[src/rtl/sccb_target.sv]
// sccb_target: SCCB/I2C-style target decoding 3-phase writes and 2-phase write + 2-phase read transactions
// Ports: clk, rst_n (async, active low), clk_en (global advance enable),
//        SIOC_in/SIOD_in (resolved bus levels), SIOD_oe (1 = pull SIOD low), busy,
//        wr_valid/wr_addr/wr_data (register write strobe), rd_addr (sub-address pointer),
//        rd_data (register-file data for rd_addr).
module sccb_target #(
  parameter logic [7:0] DEV_ADDR = 8'h42,
  parameter logic       ACK_EN   = 1'b1
) (
  input  logic       clk,
  input  logic       rst_n,
  input  logic       clk_en,
  input  logic       SIOC_in,
  input  logic       SIOD_in,
  output logic       SIOD_oe,
  output logic       busy,
  output logic       wr_valid,
  output logic [7:0] wr_addr,
  output logic [7:0] wr_data,
  output logic [7:0] rd_addr,
  input  logic [7:0] rd_data
);
  typedef enum logic [3:0] {
    IDLE, ID_BYTE, ID_ACK, ADDR_BYTE, ADDR_ACK, DATA_BYTE, DATA_ACK, RD_BYTE, RD_NA, WAIT_STOP
  } state_t;
  state_t state, state_nxt;
  logic [2:0] scl_q, sda_q;
  logic [6:0] sr;
  logic [3:0] cnt;
  logic       ack_hi, rw;
  logic       scl_rise, scl_fall, start, stop, in_byte, in_ack, last_bit, ack_end;
  logic [7:0] byte_in;
  // [0],[1] form the synchronizer, [2] holds the previous synchronized sample.
  // Reset to the idle-high bus level so release never looks like an edge.
  always_ff @(posedge clk or negedge rst_n)
    if (!rst_n) begin
      scl_q <= 3'b111;
      sda_q <= 3'b111;
    end else if (clk_en) begin
      scl_q <= {scl_q[1:0], SIOC_in};
      sda_q <= {sda_q[1:0], SIOD_in};
    end
  // An SIOC edge excludes START/STOP because both require SIOC high in both samples.
  always_comb begin
    scl_rise = clk_en & scl_q[1] & ~scl_q[2];
    scl_fall = clk_en & ~scl_q[1] & scl_q[2];
    start    = clk_en & scl_q[1] & scl_q[2] & ~sda_q[1] & sda_q[2];
    stop     = clk_en & scl_q[1] & scl_q[2] & sda_q[1] & ~sda_q[2];
    byte_in  = {sr, sda_q[1]};
    in_byte  = state == ID_BYTE || state == ADDR_BYTE || state == DATA_BYTE;
    in_ack   = state == ID_ACK || state == ADDR_ACK || state == DATA_ACK;
    last_bit = scl_rise & in_byte & (cnt == 4'd7);
    ack_end  = scl_fall & in_ack & ack_hi;
  end
  always_ff @(posedge clk or negedge rst_n)
    if (!rst_n) state <= IDLE;
    else if (clk_en) state <= state_nxt;
  always_comb begin
    state_nxt = state;
    if (start) state_nxt = ID_BYTE;
    else if (stop) state_nxt = IDLE;
    else
      case (state)
        ID_BYTE:   if (last_bit) state_nxt = byte_in[7:1] == DEV_ADDR[7:1] ? ID_ACK : WAIT_STOP;
        ID_ACK:    if (ack_end) state_nxt = rw ? RD_BYTE : ADDR_BYTE;
        ADDR_BYTE: if (last_bit) state_nxt = ADDR_ACK;
        ADDR_ACK:  if (ack_end) state_nxt = DATA_BYTE;
        DATA_BYTE: if (last_bit) state_nxt = DATA_ACK;
        DATA_ACK:  if (ack_end) state_nxt = WAIT_STOP;
        RD_BYTE:   if (scl_fall && cnt == 4'd7) state_nxt = RD_NA;
        RD_NA:     if (scl_rise) state_nxt = WAIT_STOP;
        default:   state_nxt = state;
      endcase
  end
  always_comb busy = state != IDLE;
  always_ff @(posedge clk or negedge rst_n)
    if (!rst_n) begin
      sr       <= '0;
      cnt      <= '0;
      ack_hi   <= 1'b0;
      rw       <= 1'b0;
      SIOD_oe  <= 1'b0;
      wr_valid <= 1'b0;
      wr_addr  <= '0;
      wr_data  <= '0;
      rd_addr  <= '0;
    end else if (clk_en) begin
      wr_valid <= 1'b0;
      if (start) begin
        cnt     <= '0;
        ack_hi  <= 1'b0;
        SIOD_oe <= 1'b0;
      end else if (stop) begin
        ack_hi  <= 1'b0;
        SIOD_oe <= 1'b0;
      end else begin
        if (scl_rise && in_byte) begin
          sr  <= byte_in[6:0];
          cnt <= last_bit ? 4'd0 : cnt + 4'd1;
        end
        if (last_bit && state == ID_BYTE) rw <= byte_in[0];
        if (last_bit && state == ADDR_BYTE) rd_addr <= byte_in;
        if (last_bit && state == DATA_BYTE) begin
          wr_addr  <= rd_addr;
          wr_data  <= byte_in;
          wr_valid <= 1'b1;
        end
        // First fall after an accepted byte drives the ack, the second releases it.
        if (scl_fall && in_ack) begin
          ack_hi  <= ~ack_hi;
          SIOD_oe <= ~ack_hi & ACK_EN;
        end
        // The ack release edge of a read ID also puts the first read bit on the bus.
        if (ack_end && state == ID_ACK && rw) begin
          sr      <= rd_data[6:0];
          SIOD_oe <= ~rd_data[7];
          cnt     <= '0;
        end
        // cnt counts bits already presented; the 8th fall ends the last bit and releases.
        if (scl_fall && state == RD_BYTE) begin
          sr      <= {sr[5:0], 1'b0};
          SIOD_oe <= (cnt != 4'd7) & ~sr[6];
          cnt     <= cnt + 4'd1;
        end
      end
    end
endmodule

[config.mk]
export PLATFORM = sky130hd
export DESIGN_NAME = sccb_target
export DESIGN_NICKNAME = d
export VERILOG_FILES = /design/src/rtl/sccb_target.sv
export SDC_FILE = /design/constraint.sdc
export NUM_CORES = 1
export LEC_CHECK = 0
export CORE_ASPECT_RATIO = 1.2
export CORE_UTILIZATION = 48
export DETAILED_ROUTE_END_ITERATION = 7
export GPL_ROUTABILITY_DRIVEN = 0
export PLACE_DENSITY_LB_ADDON = 0.25
export SYNTH_ARGS = -nofsm -noshare
export SYNTH_HDL_FRONTEND = slang
export SYNTH_SLANG_ARGS = --single-unit
export TNS_END_PERCENT = 50
[constraint.sdc]
create_clock -name clk -period 1.7 [get_ports clk]
set_input_delay 0.51 -clock clk [delete_from_list [all_inputs] [get_ports clk]]
set_output_delay 0.51 -clock clk [all_outputs]
set_load 0.05 [all_outputs]
## Word level (Yosys, flattened, before mapping)

Cells that the tools add are included.

- Mux-type cells: 32
- Shift operators: 0
- Eq/ne operators: 20
- Bitwise operators: 23
- Divide/modulo/power cells: 0
- Add/subtract/negate cells: 1
- Order comparisons: 0
- Reduce and logical (&&, ||, !) cells: 27
- Multiply operators: 0

Operator list:

| cell | count |
|---|---|
| two-way mux 4 bit | 17 |
| != test 4 bit (second input constant) | 8 |
| case mux 4 bit (8 select lines) | 1 |
| two-way mux 7 bit | 3 |
| == test 4 x 3 -> 1 bit (second input constant) | 5 |
| AND reduction 4 bit | 4 |
| bitwise AND 1 bit | 14 |
| two-way mux 1 bit | 10 |
| AND reduction 10 bit | 1 |
| nonzero test 10 bit | 1 |
| logical AND 1 bit | 9 |
| inverter 1 bit | 9 |
| == test 4 x 2 -> 1 bit (second input constant) | 2 |
| nonzero test 4 bit | 2 |
| == test 7 x 6 -> 1 bit (second input constant) | 1 |
| nonzero test 3 bit | 2 |
| nonzero test 5 bit | 1 |
| adder 4 x 1 -> 4 bit (second input constant) | 1 |
| == test 4 x 1 -> 1 bit (second input constant) | 1 |
| == test 4 bit (second input constant) | 1 |
| logical OR 1 bit | 4 |
| != test 4 x 3 -> 1 bit (second input constant) | 1 |
| AND reduction 2 bit | 2 |
| two-way mux 3 bit | 1 |
| 2 further kinds | 2 |

- Bits in latches: 0
- Word-level logic and storage cells: 115
- Output and inout port bits: 27
- Bits in writable memories: 0
- Flip-flop bits (word level): 49
- Memories: 0
- Memory bits (read-only): 0
- Bits of input ports: 13

## Depth between registers and ports, before layout

Gate-level depths: netlist of run 1.

- Word-level depth: 11
- Gate-level depth with buffers: 7

## Least setup slack after synthesis of run 1

No wires, ideal clock.

- Path type: input-to-reg
- Start point: input clk_en
- End point: register wr_addr[0]
- Path slack: -0.182 ns
- Cell stages on the path: 6
- Buffers on the path: 2
- Data arrival time: 1.754 ns
- Path through: buf_6 -> nand3b_4 -> or3_4 -> nor2_8 -> buf_6 -> mux2_1

- Cells in the longest elaborated chain, start to end: 6
- Elaborated cells between the ends (all ways): 13
- Those cells by class: bitwise (11); reduce/logical (2)

RTL lines:

| element | line | RTL |
|---|---|---|
| start, declared | 12 | `input logic clk_en,` |
| bitwise AND 1 bit | 45, 47, 48 |  |
| bitwise AND 1 bit, on equally long branches | 45, 47, 48 |  |
| bitwise AND 1 bit, on equally long branches (2 in series) | 52, 47, 48 |  |
| logical AND 1 bit / inverter 1 bit (equally long branches) | n/a |  |
| AND reduction 4 bit (no source line) (*) | n/a |  |
| end signal, assigned | 104 | `wr_addr <= rd_addr;` |
| end, declared | 18 | `output logic [7:0] wr_addr,` |

Every way passes the cells marked *; elsewhere a longest branch is shown, timed or not.
A chain may end at the register's enable or synchronous reset.

## Final worst setup path of run 1

- Start point: register state[2]
- End point: output busy

- Cells in the longest elaborated chain, start to end: 1

RTL lines:

| element | line | RTL |
|---|---|---|
| start, declared | 26 | `state_t state, state_nxt;` |
| start signal, assigned | 57 | `else if (clk_en) state <= state_nxt;` |
| nonzero test 4 bit | 75 | `always_comb busy = state != IDLE;` |
| end, declared | 16 | `output logic busy,` |

Every way passes these cells.

==> results of run 1 <==
power groups by stage:
| stage | combinational [mW] | clock, mW | sequential (mW) |
|---|---|---|---|
| finish | 1.11 | 0.999 | 1.40 |
| global route | 1.20 | 1.07 | 1.41 |
| CTS | 0.972 | 1.02 | 1.39 |
| detailed placement | 0.908 | 0 | 1.41 |
| global placement | 0.885 | 0 | 1.40 |
| floorplan | 0.493 | 0 | 1.42 |
worst register-to-register path, cell delays in order (launching register included):
cell and delay (ns):
sky130_fd_sc_hd__dfstp_2 0.58, sky130_fd_sc_hd__nand3b_4 0.12, sky130_fd_sc_hd__or3_4 0.43, sky130_fd_sc_hd__nor2_8 0.13
sky130_fd_sc_hd__buf_12 0.15, sky130_fd_sc_hd__mux2_4 0.31
final timing paths:
path / start / end / slack, ns
worst max-delay path: state[2] / busy / -0.12
worst min-delay path: rst_n / cnt[2] / 0.10
worst max register to register: scl_q[1] / wr_addr[6] / -0.12
worst min register to register: wr_addr[0] / wr_addr[0] / 0.58
max in group asynchronous: rst_n / sda_q[0] / 1.00
min in group clk: wr_addr[0] / wr_addr[0] / 0.58
synth_stat cells (3+ instances only):
master and n:
sky130_fd_sc_hd__dfrtp_1 43, sky130_fd_sc_hd__nand2_1 23, sky130_fd_sc_hd__mux2_2 21, sky130_fd_sc_hd__o21ai_0 15
sky130_fd_sc_hd__mux2_1 10, sky130_fd_sc_hd__buf_2 8, sky130_fd_sc_hd__inv_1 8, sky130_fd_sc_hd__mux2i_1 7
sky130_fd_sc_hd__dfstp_2 6, sky130_fd_sc_hd__nand3_1 5, sky130_fd_sc_hd__nor2_1 5, sky130_fd_sc_hd__a21oi_1 4
sky130_fd_sc_hd__and3_1 4, sky130_fd_sc_hd__nand2b_1 3, sky130_fd_sc_hd__o211ai_1 3
metal layers:
layer,GRT usage [%],vias to the layer above,part of all wire [%]
met5,0,-,0
met4,9.79,0,2.9
met3,4.49,18,3.5
met2,42.6,69,55
met1,28.8,1035,39
li1,-,969,-
state kept, by name, summed over array words and instances (netlist names):
signal,cells
SIOD_oe,1
ack_hi,1
cnt,4
rd_addr,8
rw,1
scl_q,3
sda_q,3
sr,7
state,4
wr_addr,8
wr_data,8
wr_valid,1
cell type report:
type	instances	area, sq um
Timing Repair Buffer	94	1120
Clock buffer	5	68.8
Inverter	8	30.0
Multi-Input combinational cell	148	1310
Clock inverter	3	68.8
Sequential cell	49	1230
Tap cell	60	75.1
Fill cell	285	1070
per-stage QoR:
stage	instances	worst slack [ns]	power (mW)	TNS, ns	area, sq um
3_3_place_gp	349	-0.716	2.28	-26.72	3500
3_5_place_dp	349	-0.773	2.32	-28.27	3500
5_1_grt	367	-0.182	3.67	-4.25	3910
2_1_floorplan	217	-0.130	1.91	-1.47	2500
6_report	367	-0.122	3.50	-2.37	3910
4_1_cts	363	-0.166	3.38	-3.05	3790
kinds of logic (layout without fill, tap and decap cells):
| kind of cell | Yosys count | in the layout | share of synthesized area (%) |
|---|---|---|---|
| mux | 39 | 39 | 17.5 |
| flops | 49 | 49 | 49.6 |
| buf+inv | 20 | 110 | 4.02 |
| compound gates | 43 | 43 | 12.0 |
| xor+xnor | 3 | 3 | 1.06 |
| fa+ha+maj | 2 | 2 | 0.905 |
| simple gates | 61 | 61 | 15.0 |
what timing repair did:
| action | in CTS | in global routing |
|---|---|---|
| setup buffers | 7 | 4 |
| gates resized for setup | 31 | 26 |
| gates cloned | 0 | 0 |
| pin swaps | 8 | 11 |
| endpoints found under the hold margin | 0 | 0 |
| endpoints found under the setup margin | 43 | 41 |
==> results.sh, run 1 <==
export IMPL_detailedRoute_firstIterationViolations=131
export IMPL_critical_path_class="flop to output pin"
export IMPL_placement_rows=28
export IMPL_cpLargestDelayFamily="flip-flops"
export IMPL_worstSkewPairLatency_ns=0.31
export IMPL_crit_path_cell_trace="buf_6, nor3_4, nand2_1, buf_6"
export IMPL_cellPowerDensity_nw_per_um2=897
export IMPL_hold_ws_ns=0.104
export IMPL_p_seq_share_pct=39.9
export IMPL_most_common_layout_cells="sky130_fd_sc_hd__buf_4, sky130_fd_sc_hd__dfrtp_1, sky130_fd_sc_hd__buf_12"
export IMPL_final_util_pct=78.5
export IMPL_synth_cell_types=56
export IMPL_finalSetupViolCount=30
export IMPL_placeableCoreArea_sq_um=4970
export IMPL_mappedNetlistNets=231
export IMPL_drtPass1Iterations=4
export IMPL_final_layout_size_suffix_gt1_share_pct=51.8
export IMPL_synth_area_sq_um=2490
export IMPL_globalRouteTotalUtil_pct=24.4
export IMPL_worst_reg2reg_path_length_in_cells=5
export IMPL_max_cap_violations=0
export IMPL_p_leak_nw=1.83
export IMPL_fin_worst_skew_ns=0.00948
export IMPL_mostFrequentLayoutCell="sky130_fd_sc_hd__buf_4"
export IMPL_number_of_enable_flip_flop_cells_after_synthesis=0
export IMPL_root_buffer="sky130_fd_sc_hd__clkbuf_8"
export IMPL_postLayoutSetupSlackWorst_ns=-0.122
export IMPL_synth_top_cells_by_area="sky130_fd_sc_hd__dfrtp_1, sky130_fd_sc_hd__mux2_2, sky130_fd_sc_hd__dfstp_2"
export IMPL_async_flop_share_pct=100
export IMPL_worst_setup_path_end_kind="output pin"
export IMPL_required_time_at_the_endpoint_of_the_critical_path_ns=1.19
export IMPL_number_of_synthesized_register_bits=49
export IMPL_critical_path_peak_fanout=7
export IMPL_cts_reportedPaths_clkPinSlew_ns=0.10
export IMPL_fmaxAchievable_ghz=0.549
export IMPL_hp_class="primary input to asynchronous set/reset pin"
export IMPL_final_period_minus_worst_setup_slack_ns=1.82
export IMPL_route_antenna_remaining_nets=0
export IMPL_area_share_of_the_largest_cell_type_after_synthesis_pct=43.3
export IMPL_fin_crit_sh_pct=107
export IMPL_ys_warn_count=0
export IMPL_crit_slowest_cell="sky130_fd_sc_hd__dfrtp_1"
export IMPL_chipWidth_um=67.7
export IMPL_dominant_cell_type_by_count_on_the_critical_path="sky130_fd_sc_hd__buf_6"
export IMPL_dr_total_vias=2091
export IMPL_critPathArrivalTime_ns=1.31
export IMPL_finalHoldViolCount=0
export IMPL_path_buf_inv=2
export IMPL_max_stage_delay_ns=0.41
export IMPL_synthDominantAreaCellType="sky130_fd_sc_hd__dfrtp_1"
export IMPL_max_vdd_ir_drop_uv=739
export IMPL_grt_setup_unrepaired="true"
export IMPL_detail_route_vias_per_cell=5.70
export IMPL_cts_buffers_inserted=5
export IMPL_gate_count_after_technology_mapping=217
export IMPL_max_slew_worst_pin_slew_ns=0.374
export IMPL_clock_path_buffers=2
export IMPL_die_height_um=80.9
export IMPL_power_share_switching_pct=30.2
export IMPL_outcome="finished with violations"
export IMPL_drt_drc_violations_left=0
export IMPL_portbufs=39
export IMPL_timing_critical_path_depth=4
export IMPL_cts_tree="done"
export IMPL_synthesis_area_per_instance_sq_um=11.5
export IMPL_clock_tree_sinks=49
export IMPL_design_die_area_sq_um=5480
export IMPL_power_switching_mw=1.06
export IMPL_grt_pass1_vias=1988
export IMPL_pin_count_of_the_biggest_net_entering_global_routing=37
export IMPL_initial_utilization_pct=50.0
export IMPL_timing_final_max_slew_violations=0
export IMPL_antenna_cells_inserted=0
export IMPL_ioPinCount=40
export IMPL_layout_area_overhead_vs_synth_pct=57.1
export IMPL_routed_wire_length_per_instance_um=17.8
export IMPL_combinationalPowerShare_pct=31.6
export IMPL_grt_pass1_wl_mm=9.67
export IMPL_routed_wl_mm=6.55
export IMPL_max_transition_margin_pct=75.1
export IMPL_critical_path_startpoint_type="flop"
export IMPL_htree_num_levels=2
export IMPL_detailedPlacementHpwl_mm=4.22
export IMPL_grt_antenna_before_repair=0
export IMPL_globalRouteOverflowTotal=0
export IMPL_intPower_mw=2.45
export IMPL_nNetsFinal=320
export IMPL_yosysSeqAreaShare_pct=49.6
export IMPL_cts_hold_buffers_added=0
export IMPL_violations="negative setup slack"
export IMPL_power_share_clock_pct=28.5
export IMPL_yosys_most_used_dff="sky130_fd_sc_hd__dfrtp_1"
Note: power is estimated with default switching activity, not from simulation.
==> run 2, diff against run 1 <==
CORE_UTILIZATION = 57   (was 48)
REMOVE_ABC_BUFFERS = 1   (was not set)
clock period = 2.35 ns   (was 1.7 ns; I/O delays follow)
==> results.sh, run 2 (synthesized netlist as in run 1, its figures left out) <==
export IMPL_outcome="complete, no violations"
export IMPL_worstSkewPairLatency_ns=0.30
export IMPL_placed_cells=315
export IMPL_final_layout_size_suffix_gt1_share_pct=24.2
export IMPL_filler_cell_count=281
export IMPL_layout_area_overhead_vs_synth_pct=24.9
export IMPL_finalHoldViolCount=0
export IMPL_r2r_end="wr_data[3]"
export IMPL_detailedPlacementHpwl_mm=3.94
export IMPL_routed_wire_length_per_instance_um=17.1
export IMPL_detailed_place_area_sq_um=3020
export IMPL_fin_crit_sh_pct=96.3
export IMPL_drt_drc_violations_left=0
export IMPL_routed_wl_mm=5.52
export IMPL_most_common_layout_cells="sky130_fd_sc_hd__dfrtp_1, sky130_fd_sc_hd__clkdlybuf4s50_1, sky130_fd_sc_hd__nand2_1"
export IMPL_globalRouteTotalUtil_pct=26.3
export IMPL_max_transition_margin_pct=59.6
export IMPL_globalRouteOverflowTotal=0
export IMPL_placeableCoreArea_sq_um=4070
export IMPL_pin_count_of_the_biggest_net_entering_global_routing=50
export IMPL_mostFrequentLayoutCell="sky130_fd_sc_hd__dfrtp_1"
export IMPL_dr_wl_met2_mm=2.82
export IMPL_cellPowerDensity_nw_per_um2=653
export IMPL_top_signal_layer_used="met4"
export IMPL_finalPower_mw=2.03
export IMPL_initial_utilization_pct=61.2
export IMPL_max_cap_violations=0
export IMPL_timing_final_max_slew_violations=0
export IMPL_design_die_area_sq_um=4630
export IMPL_wirelength_met1_mm=2.28
export IMPL_nNetsFinal=282
export IMPL_cts_tree="done"
export IMPL_hp_class="primary input to asynchronous set/reset pin"
export IMPL_rr_startpoint="cnt[0]"
export IMPL_chipWidth_um=62.3
export IMPL_cts_buffers_inserted=5
export IMPL_clock_tree_sinks=49
export IMPL_ff2ff_setup_slack_ns=0.34
export IMPL_ioPinCount=40
export IMPL_max_slew_worst_pin_slew_ns=0.597
export IMPL_sequential_cell_area_in_the_final_layout_sq_um=1230
export IMPL_tns_ns=0
export IMPL_htree_num_levels=2
export IMPL_final_util_pct=76.4
export IMPL_critical_path_class="flop to output pin"
export IMPL_fin_worst_skew_ns=0.00372
export IMPL_layout_cell_area_non_filler_sq_um=3110
export IMPL_worst_setup_path_end_kind="output pin"
export IMPL_grt_pass1_wl_mm=9.29
export IMPL_reg_largest_list="rd_addr x8, wr_addr x8, wr_data x8"
export IMPL_max_vdd_ir_drop_uv=457
export IMPL_detailedRoute_firstIterationViolations=265
export IMPL_p_leak_nw=1.47
export IMPL_required_time_at_the_endpoint_of_the_critical_path_ns=1.64
export IMPL_dr_total_vias=1882
export IMPL_drtPass1Iterations=5
export IMPL_grt_pass1_vias=1944
export IMPL_postLayoutSetupSlackWorst_ns=0.0876
export IMPL_met3WireLength_um=282
export IMPL_final_period_minus_worst_setup_slack_ns=2.26
export IMPL_route_antenna_remaining_nets=0
export IMPL_grt_antenna_before_repair=0
export IMPL_portbufs=39
export IMPL_cts_hold_buffers_added=0
export IMPL_hold_ws_ns=0.496
export IMPL_critPathArrivalTime_ns=1.56
export IMPL_cts_reportedPaths_clkPinSlew_ns=0.09
export IMPL_antenna_cells_inserted=0
export IMPL_critical_path_peak_fanout=11
export IMPL_fmaxAchievable_ghz=0.442
export IMPL_worst_reg2reg_path_length_in_cells=5
export IMPL_placement_rows=25
export IMPL_clock_path_buffers=2
export IMPL_grt_setup_unrepaired="false"
export IMPL_dpl_worst_slack_ns=-0.288
export IMPL_finalSetupViolCount=0
export IMPL_multiInputGateArea_sq_um=1150
export IMPL_critical_path_startpoint_type="flop"
export IMPL_detail_route_vias_per_cell=5.83
export IMPL_root_buffer="sky130_fd_sc_hd__clkbuf_8"
export IMPL_final_cell_count_without_fillers=323
export IMPL_die_height_um=74.4
## run 2: cell count changes in the layout (fill, tap and decap cells not counted), sizes merged
cell / delta
clkdlybuf4s50: +26
clkdlybuf4s15: -1
dlymetal6s2s: +1
clkinv: +1
buf: -64
bufinv: -2
clkbuf: +2
inv: -1
## run 2: critical path: stages, from the launching register on
cell                      delay (ns)
sky130_fd_sc_hd__dfrtp_1        0.55
sky130_fd_sc_hd__nor3_1         0.39
sky130_fd_sc_hd__nand2_1        0.12
sky130_fd_sc_hd__buf_4          0.20
## run 2: worst max-delay path by stage
stage	to	slack, ns	cells after the start	from
6_report	busy	0.09	3	state[1]
5_1_grt	busy	0.02	3	state[1]
4_1_cts	wr_addr[3]	0.03	5	clk_en
3_5_place_dp	wr_addr[3]	-0.29	5	clk_en
3_3_place_gp	wr_data[5]	-0.24	5	clk_en
2_1_floorplan	cnt[1]	0.41	5	clk_en
## run 2: per-layer routing
metal	GRT usage (%)	up-vias
met1	31.4	909
met3	5.06	22
li1	-	876
met5	0	-
met2	48.2	75
met4	8.79	0
## run 2: final cells by class
type | count | area share (%)
Sequential cell | 49 | 39.7
Clock buffer | 7 | 2.46
Inverter | 8 | 0.966
Tap cell | 54 | 2.17
Clock inverter | 1 | 0.282
Multi-Input combinational cell | 148 | 37.1
Timing Repair Buffer | 56 | 17.3
## run 2: power breakdown
part           switching, mW  internal [mW]
sequential             0.119          0.942
combinational          0.254          0.228
clock                  0.273          0.213
total                  0.646           1.38
## run 2: what timing repair did
item / in CTS / in global routing
buffers inserted: 0 / 0
gates resized for setup: 0 / 1
hold endpoints to repair: 0 / 0
endpoints found under the setup margin: 0 / 6
